==> config.mk <==
export PLATFORM = sky130hd
export DESIGN_NAME = clk_div_ctrl
export DESIGN_NICKNAME = d
export VERILOG_FILES = /design/src/rtl/clk_ctrl_pkg.sv /design/src/rtl/clk_half_counter.sv /design/src/rtl/clk_div_ctrl.sv
export SDC_FILE = /design/constraint.sdc
export NUM_CORES = 1
export LEC_CHECK = 0
export ABC_CLOCK_PERIOD_IN_PS = 8230
export CORE_ASPECT_RATIO = 2
export CORE_UTILIZATION = 35
export DETAILED_ROUTE_END_ITERATION = 7
export PLACE_DENSITY = 0.64
export REMOVE_ABC_BUFFERS = 1
export SKIP_LAST_GASP = 1
export SYNTH_ARGS = -nofsm -noshare
export SYNTH_HDL_FRONTEND = slang
export SYNTH_SLANG_ARGS = --single-unit
==> constraint.sdc <==
create_clock -name clk -period 8.23 [get_ports clk]
set_clock_uncertainty 0.1 [all_clocks]
set_input_delay 1.2345 -clock clk [delete_from_list [all_inputs] [get_ports clk]]
set_output_delay 1.2345 -clock clk [all_outputs]
set_load 0.03 [all_outputs]
==> src/rtl/clk_ctrl_pkg.sv <==
// Shared definitions for the divided-clock controller: FSM state
// encoding, default parameter values and a small state decode helper.
package clk_ctrl_pkg;

   // Controller states; encoding is fixed so external observers can decode it.
   typedef enum logic [1:0] {
      IDLE = 2'd0,
      RUN  = 2'd1,
      STOP = 2'd2
   } state_e;

   // Default half-period counter width and reset half-period.
   localparam int unsigned CNT_W_DEF      = 32'd8;
   localparam int unsigned RESET_HALF_DEF = 32'd2;

   // True when the controller is producing (or finishing) a clock.
   function automatic logic state_busy(input state_e st);
      logic busy_v;
      case (st)
         IDLE:    busy_v = 1'b0;
         RUN:     busy_v = 1'b1;
         STOP:    busy_v = 1'b1;
         default: busy_v = 1'b0;
      endcase
      return busy_v;
   endfunction

endpackage

==> src/rtl/clk_half_counter.sv <==
// Half-period counter for clk_div_ctrl: owns cnt and half_q, toggles the
// divided clock at the end of each half period and produces tick on rise.
// Optional build macro: CLK_DIV_CTRL_PERIOD_CNT_EN adds a 16-bit wrapping
// count of rising edges on output `periods`.
module clk_half_counter
   import clk_ctrl_pkg::*;
#(
   parameter int unsigned CNT_W      = CNT_W_DEF,
   parameter int unsigned RESET_HALF = RESET_HALF_DEF
) (
   input  logic             clk,
   input  logic             rst_n,
   input  logic             run,
   input  logic             load,
   input  logic [CNT_W-1:0] load_val,
   output logic             at_end,
   output logic             clk_out,
   output logic             tick
`ifdef CLK_DIV_CTRL_PERIOD_CNT_EN
   ,
   output logic [15:0]      periods
`endif
);

   logic [CNT_W-1:0] cnt_q, cnt_d;
   logic [CNT_W-1:0] half_q, half_d;
   logic             clk_out_q, clk_out_d;
   logic             tick_q, tick_d;
   logic             at_end_s;
   logic             rise_s;

   // Last count of a half period; half_q is never zero so the subtraction cannot wrap.
   assign at_end_s = (cnt_q == (half_q - CNT_W'(1)));
   assign rise_s   = run & at_end_s & ~clk_out_q;

   // Next-state for counter, divided clock, tick and half-period register.
   always_comb begin
      cnt_d     = cnt_q;
      clk_out_d = clk_out_q;
      half_d    = half_q;
      tick_d    = rise_s;
      if (run) begin
         if (at_end_s) begin
            cnt_d     = CNT_W'(0);
            clk_out_d = ~clk_out_q;
         end else begin
            cnt_d     = cnt_q + CNT_W'(1);
            clk_out_d = clk_out_q;
         end
      end else begin
         // Parked: clock held low and counter cleared so RUN restarts cleanly.
         cnt_d     = CNT_W'(0);
         clk_out_d = 1'b0;
      end
      // A new ratio only lands on a boundary edge, so the old ratio finishes the period.
      if (load) begin
         half_d = load_val;
      end else begin
         half_d = half_q;
      end
   end

   // State registers for the counter datapath.
   always_ff @(posedge clk or negedge rst_n) begin
      if (!rst_n) begin
         cnt_q     <= CNT_W'(0);
         half_q    <= CNT_W'(RESET_HALF);
         clk_out_q <= 1'b0;
         tick_q    <= 1'b0;
      end else begin
         cnt_q     <= cnt_d;
         half_q    <= half_d;
         clk_out_q <= clk_out_d;
         tick_q    <= tick_d;
      end
   end

   assign at_end  = at_end_s;
   assign clk_out = clk_out_q;
   assign tick    = tick_q;

`ifdef CLK_DIV_CTRL_PERIOD_CNT_EN
   logic [15:0] periods_q, periods_d;

   // Rising-edge counter; updates on the same edge as tick so it reads consistently with it.
   always_comb begin
      if (rise_s) begin
         periods_d = periods_q + 16'd1;
      end else begin
         periods_d = periods_q;
      end
   end

   // Period counter register; cleared only by reset.
   always_ff @(posedge clk or negedge rst_n) begin
      if (!rst_n) begin
         periods_q <= 16'd0;
      end else begin
         periods_q <= periods_d;
      end
   end

   assign periods = periods_q;
`endif

endmodule

==> src/rtl/clk_div_ctrl.sv <==
// Divided-clock controller: run/stop sequencing FSM plus the ratio-change
// request/acknowledge handshake around clk_half_counter.
// Optional build macro: CLK_DIV_CTRL_PERIOD_CNT_EN exposes `periods`.
module clk_div_ctrl
   import clk_ctrl_pkg::*;
#(
   parameter int unsigned CNT_W      = CNT_W_DEF,
   parameter int unsigned RESET_HALF = RESET_HALF_DEF
) (
   input  logic             clk,
   input  logic             rst_n,
   input  logic             en,
   input  logic             div_req,
   input  logic [CNT_W-1:0] div_val,
   output logic             div_ack,
   output logic             div_err,
   output logic             clk_out,
   output logic             tick,
   output logic             busy
`ifdef CLK_DIV_CTRL_PERIOD_CNT_EN
   ,
   output logic [15:0]      periods
`endif
);

   state_e           state_q, state_d;
   logic             pend_q, pend_d;
   logic [CNT_W-1:0] pend_val_q, pend_val_d;
   logic             ack_q, ack_d;
   logic             err_q, err_d;
   logic             busy_q, busy_d;

   logic             run_s;
   logic             load_s;
   logic [CNT_W-1:0] load_val_s;
   logic             at_end_s;
   logic             clk_out_s;
   logic             fall_edge_s;
   logic             go_idle_s;
   logic             capture_s;

   clk_half_counter #(
      .CNT_W      (CNT_W),
      .RESET_HALF (RESET_HALF)
   ) u_half_counter (
      .clk      (clk),
      .rst_n    (rst_n),
      .run      (run_s),
      .load     (load_s),
      .load_val (load_val_s),
      .at_end   (at_end_s),
      .clk_out  (clk_out_s),
      .tick     (tick)
`ifdef CLK_DIV_CTRL_PERIOD_CNT_EN
      ,
      .periods  (periods)
`endif
   );

   // Run/stop sequencing: decides whether the counter runs this edge and the next state.
   always_comb begin
      state_d = state_q;
      run_s   = 1'b0;
      case (state_q)
         IDLE: begin
            run_s = 1'b0;
            if (en) begin
               state_d = RUN;
            end else begin
               state_d = IDLE;
            end
         end
         RUN: begin
            if (en) begin
               run_s   = 1'b1;
               state_d = RUN;
            end else if (!clk_out_s) begin
               // Low phase may be cut short; the clock is already low.
               run_s   = 1'b0;
               state_d = IDLE;
            end else begin
               // High phase must complete; if it ends on this very edge go straight to IDLE.
               run_s = 1'b1;
               if (at_end_s) begin
                  state_d = IDLE;
               end else begin
                  state_d = STOP;
               end
            end
         end
         STOP: begin
            // en is ignored here: the stop always completes.
            run_s = 1'b1;
            if (at_end_s) begin
               state_d = IDLE;
            end else begin
               state_d = STOP;
            end
         end
         default: begin
            run_s   = 1'b0;
            state_d = IDLE;
         end
      endcase
   end

   assign fall_edge_s = run_s & at_end_s & clk_out_s;
   assign go_idle_s   = (state_q != IDLE) & (state_d == IDLE);
   assign capture_s   = div_req & ~pend_q & ~ack_q;

   // Ratio-change handshake: capture, reject zero, and apply on a period boundary.
   always_comb begin
      pend_d     = pend_q;
      pend_val_d = pend_val_q;
      ack_d      = 1'b0;
      err_d      = 1'b0;
      load_s     = 1'b0;
      load_val_s = pend_val_q;
      if (pend_q) begin
         if (fall_edge_s || go_idle_s || (state_q == IDLE)) begin
            load_s     = 1'b1;
            load_val_s = pend_val_q;
            pend_d     = 1'b0;
            ack_d      = 1'b1;
         end else begin
            pend_d = 1'b1;
         end
      end else if (capture_s) begin
         if (div_val == CNT_W'(0)) begin
            ack_d = 1'b1;
            err_d = 1'b1;
         end else if (state_q == IDLE) begin
            // Nothing is running, so the new ratio can be taken immediately.
            load_s     = 1'b1;
            load_val_s = div_val;
            ack_d      = 1'b1;
         end else begin
            pend_d     = 1'b1;
            pend_val_d = div_val;
         end
      end else begin
         pend_d = pend_q;
      end
      busy_d = state_busy(state_d);
   end

   // Controller state, handshake state and registered status outputs.
   always_ff @(posedge clk or negedge rst_n) begin
      if (!rst_n) begin
         state_q    <= IDLE;
         pend_q     <= 1'b0;
         pend_val_q <= CNT_W'(0);
         ack_q      <= 1'b0;
         err_q      <= 1'b0;
         busy_q     <= 1'b0;
      end else begin
         state_q    <= state_d;
         pend_q     <= pend_d;
         pend_val_q <= pend_val_d;
         ack_q      <= ack_d;
         err_q      <= err_d;
         busy_q     <= busy_d;
      end
   end

   assign div_ack = ack_q;
   assign div_err = err_q;
   assign clk_out = clk_out_s;
   assign busy    = busy_q;

endmodule
Word-level counts from Yosys, hierarchy flattened
Cells that the tools add are included.
Operators by class
  add/sub/neg operators: 2
  multiply operators: 0
  div/mod/pow operators: 0
  magnitude comparators: 0
  equal/unequal tests: 6
  shift-type cells: 0
  mux-type cells: 33
  bitwise logic cells: 11
  reductions and logical operators: 8
Operators with widths (number)
  two-way mux 8 bit: 6
  two-way mux 1 bit: 22
  adder 8 x 1 -> 8 bit (second input constant): 1
  equality test 8 bit: 1
  logical NOT 8 bit: 1
  subtractor 8 x 1 -> 8 bit (second input constant): 1
  AND 1 bit: 6
  two-way mux 2 bit: 3
  one-hot mux 2 bit (3 select lines): 1
  inverter 1 bit: 5
  equality test 2 x 1 -> 1 bit (second input constant): 2
  equality test 2 bit (second input constant): 2
  logical NOT 2 bit: 2
  AND reduction 4 bit: 1
  logical OR 1 bit: 2
  != test 2 bit (second input constant): 1
  one-hot mux 1 bit (2 select lines): 1
  nonzero test 2 bit: 1
  OR reduction 2 bit: 1
Word-level totals
  register bits after elaboration: 32
  bits in latches: 0
  RAM bits: 0
  ROM bits: 0
  bits of input ports: 12
  output and inout bits: 5
  word-level logic and storage cells: 70
  memories kept: 0

Logic depth before layout (Yosys ltp)
  word-level depth: 12
  mapped depth: 13
  depth with buffers taken out: 12

By module
From an unflattened synthesis, not the netlist that was laid out.
Second synthesis, totals
  cell total of the unflattened synthesis: 150
  area, all modules: 1747.9 µm²
Modules (own cells, without submodules)
  clk_half_counter: times used 1, cells each 88, area each 955.9 µm², sequential area each 451.7 µm²
  clk_div_ctrl: times used 1, cells each 62, area each 792.0 µm², sequential area each 350.3 µm²

Least setup slack after synthesis
OpenSTA, ideal clock, no wires.
  kind: flip-flop to flip-flop
  start point: register u_half_counter.half_q[0]
  end point: register u_half_counter.half_q[0]
  setup time: 0.101 ns
  arrival: 3.169 ns
  data required time: 8.029 ns
  setup slack: 4.860 ns
  stages on the path, launching flop included: 13
  period minus slack after synthesis: 3.370 ns
  cell sequence: dfrtp_1 -> or4_1 -> buf_2 -> o31a_2 -> o2111ai_1 -> a211oi_2 -> or3_1 -> ha_1 -> nor2_1 -> nor2b_1 -> or2_1 -> buf_6 -> o311ai_2
Between the ends
  word-level cells in the longest chain between the ends: 12
Ends and longest elaborated chain
  from (decl): line clk_half_counter.sv:26  | logic [CNT_W-1:0] half_q, half_d;
  from (signal assigned): line clk_half_counter.sv:67  | half_q <= CNT_W'(RESET_HALF);
  from (signal assigned): line clk_half_counter.sv:72  | half_q <= half_d;
  subtractor 8 x 1 -> 8 bit *: line clk_half_counter.sv:33  | assign at_end_s = (cnt_q == (half_q - CNT_W'(1)));
  equality test 8 bit *: line clk_half_counter.sv:33
  two-way mux 2 bit: line clk_div_ctrl.sv:84, clk_div_ctrl.sv:94
  two-way mux 2 bit: line clk_div_ctrl.sv:77  | end else if (!clk_out_s) begin
  two-way mux 2 bit: line clk_div_ctrl.sv:74  | if (en) begin
  one-hot mux 2 bit (3 select lines): line clk_div_ctrl.sv:64  | case (state_q)
  logical NOT 2 bit: line clk_div_ctrl.sv:108  | assign go_idle_s = (state_q != IDLE) & (state_d == IDLE);
  AND 1 bit: line clk_div_ctrl.sv:108
  logical OR 1 bit * (2 in a row): line clk_div_ctrl.sv:120  | if (fall_edge_s || go_idle_s || (state_q == IDLE)) begin
  two-way mux 1 bit *: line clk_div_ctrl.sv:120
  two-way mux 1 bit *: line clk_div_ctrl.sv:119  | if (pend_q) begin
Every way passes the cells marked *; elsewhere a longest branch is shown, timed or not.
A chain may end at the register's enable or synchronous reset.

Final worst setup path
  start point: register u_half_counter.half_q[2]
  end point: register u_half_counter.half_q[3]
The elaborated chain is that of the path after synthesis.

==> impl_metrics.csv <==
group,metric,value,unit
power,p_per_area,252,nW/um^2
clock_tree,h-tree-depth,2,
route,route.detailed.drc,0,
cells_and_area,n_fill_cell,500,
setup_path,worstRegToRegCells,10,
cells_and_area,final_core_util,43.2,%
synthesis,syn_area_per_cell,10.2,um^2
worst_hold_path,hold_class,"reg2reg",
sta,hold_violations,0,
sta,finalSetupViolCount,0,
setup_path,critPathBufInv,0,
setup_path,cp_cell_sequence,"or4_1 -> or3_1 -> a221o_1 -> a211oi_2 -> or3_1 -> ha_1 -> nor2_1 -> nor2b_1 -> or2_1 -> o211ai_1",
cells_and_area,drive_above_1_share,15.0,%
synthesis,synth_compound_area_share,15.9,%
synthesis,syn_area,1780,um^2
route,wl_per_cell,15.5,um
clock_tree,clk_latency,290,ps
synthesis,synth_area_leader_cell,"dfrtp_1",
die,core,4860,um^2
route,vias_per_cell,5.44,
clock_tree,post_cts_resized,0,
cells_and_area,syn_to_final_growth,18.0,%
setup_path,slowest_stage,"or4_1",
sta,setup_slack,4470,ps
global_routing,gr-total-overflow,0,
clock_tree,cts_buffer_depth,2,
setup_path,startpoint_type,"flop",
run,maxCapViolations,0,
global_routing,grt_pass1_vias,1396,
synthesis,ys_seq_area_share,45.0,%
synthesis,synth_cell_types,40,
setup_path,path_delay_family,"simple AND/OR/NAND/NOR gates",
synthesis,synth_warnings,0,
die,die_h,103,um
setup_path,required,8290,ps
place,dpl.hpwl,2.99,mm
synthesis,netlist_instances,174,
sta,setup_tns,0,ps
place,port-buffer-count,16,
synthesis,synth_seq_cells,32,
setup_path,critPathKind,"reg2reg",
global_routing,grt_max_degree,33,
sta,relSlewSlack,50.9,%
setup_path,end_kind,"flop",
route,routed_wl,3.88,mm
setup_path,path_common_cell,"or3_1",
power,peakVddDrop,0.151,mV
sta,clock.fmax,266,MHz
sta,min_period,3760,ps
synthesis,synth_fa_ha_area_share,4.92,%
synthesis,synth_commonest_cells,"dfrtp_1, nand2_1, nor2_1",
global_routing,grt_first_pass_wirelength,6.49,mm
synthesis,synth_top_area_share,43.5,%
synthesis,synth_edf_count,0,
synthesis,yosysMostFrequentCell,"dfrtp_1",
die,fp.dieW,52.5,um
clock_tree,cts-root-buf,"clkbuf_8",
synthesis,async_flop_share,100,%
clock_tree,cts_hold_buf,0,
synthesis,muxShareOfSynthArea,5.06,%
status,status,"finished clean",
worst_hold_path,holdPathStages,1,
clock_tree,post-cts-setup-buffers,0,
setup_path,critPathMaxStageDelay,590,ps
place,dp_slack,4500,ps
cells_and_area,fin_nets,211,
clock_tree,clk_pin_slew_worst_paths,70,ps
clock_tree,cts_tree,"yes",
route,antenna_left,0,
synthesis,yosys.area_share.simple,17.5,%
place,place_congestion,0.910,
global_routing,antenna_found_initial,0,
sta,hold_ws,412,ps
die,io_pins,17,
clock_tree,cts_buffers,5,
power,p_leak,0.876,nW
sta,rsz0062_at_grt,"false",
sta,worstMarginPinSlew,734,ps
sta,finalCritPeriodShare,45.7,%
synthesis,synth_ff_type,"dfrtp_1",
clock_tree,cts.sinks,32,
setup_path,cp.arrival,3820,ps
sta,slew_violations,0,
die,rows,36,
synthesis,synth_top_family_by_area,"simple AND/OR/NAND/NOR gates",
cells_and_area,diodes,0,
route,first_iter_violations,38,
die,design.die.area,5400,um^2
global_routing,grtUsageTotal,16.8,%
setup_path,cp_num_cells,10,
route,first_pass_iters,6,
setup_path,path_max_fanout,9,
synthesis,ys_top_cells_by_area,"dfrtp_1, mux2_2, ha_1, xor2_1, nand2_1",
route,dr_total_vias,1360,
synthesis,synth_xor_area_share,7.87,%
die,start_util,36.6,%
-- power breakdown --
part	switching, mW	leakage [nW]	internal, mW	total, mW
Combinational	0.0783	0.413	0.0743	0.153
Sequential	0.0319	0.409	0.190	0.222
Clock	0.0645	0.0548	0.0911	0.156
-- area by class of cell --
type	instances	area, um^2	area share (%)
multi-input cells	127	913	43.4
inverters	9	33.8	1.61
flip-flops and latches	32	802	38.1
repair buffers	17	168	7.97
well taps	57	71.3	3.39
clock inverters	3	46.3	2.20
clock buffers	5	68.8	3.27
-- worst reg2reg max path, delay by kind of cell, from the launching register on --
family / cells / cell delay, ps
adder cells (fa/ha/maj): 1 / 150
AO/OA/AOI/OAI: 3 / 860
AND/OR/NAND/NOR: 6 / 2060
flip-flops: 1 / 460
-- cell usage in the layout (no fill, tap or decap), drive strengths merged, types with 3 or more instances in the layout --
master / netlist / layout
dfrtp: 31 / 31
nand2: 18 / 18
clkdlybuf4s50: 0 / 16
nor2: 12 / 12
o21ai: 10 / 10
inv: 9 / 10
xor2: 9 / 9
mux2: 8 / 8
xnor2: 7 / 7
ha: 7 / 7
nand3: 6 / 6
o211ai: 6 / 6
or3: 5 / 5
clkbuf: 2 / 5
nor4: 4 / 4
and3: 4 / 4
nor3b: 3 / 3
nor2b: 3 / 3
o2111ai: 3 / 3
or2: 3 / 3
-- registers in the layout, summed over array words and instances (netlist names) --
signal,count
pend_val_q,8
u_half_counter.cnt_q,8
u_half_counter.half_q,8
state_q,2
busy,1
div_ack,1
div_err,1
pend_q,1
u_half_counter.clk_out,1
u_half_counter.tick,1
-- metrics by stage --
step	instance area [um^2]	instances	total power, mW
after floorplan	1750	168	0.331
after global placement	1990	242	0.373
after detailed placement	1990	242	0.378
after CTS	2100	250	0.534
after global routing	2100	250	0.560
final	2100	250	0.530
-- path summary, 6_finish.rpt --
check | startpoint | endpoint | slack [ps]
worst min-delay path | pend_val_q[3] | pend_val_q[3] | 410
min in group asynchronous | rst_n | busy | 1230
worst min register to register | pend_val_q[3] | pend_val_q[3] | 410
max in group asynchronous | rst_n | u_half_counter.half_q[1] | 6460
worst max register to register | u_half_counter.half_q[2] | u_half_counter.half_q[3] | 4470
worst max-delay path | u_half_counter.half_q[2] | u_half_counter.half_q[3] | 4470
-- layer usage --
layer | up-vias | wire [um] | track usage (%)
met5 | - | 0 | 0
met4 | 0 | 110 | 9.11
li1 | 657 | - | -
met3 | 9 | 64 | 2.80
met1 | 673 | 1450 | 16.9
met2 | 21 | 2260 | 31.4
-- kinds of logic (layout without fill, tap and decap cells) --
family	count (synthesis)	after routing
xor gates and xnor gates	16	16
buffers and inverters	15	34
and+or+nand+nor	62	62
muxes	8	8
AOI/OAI and AO/OA	34	34
DFF	32	32
adders and majority gates	7	7
Power figures use the tool's default switching activity.
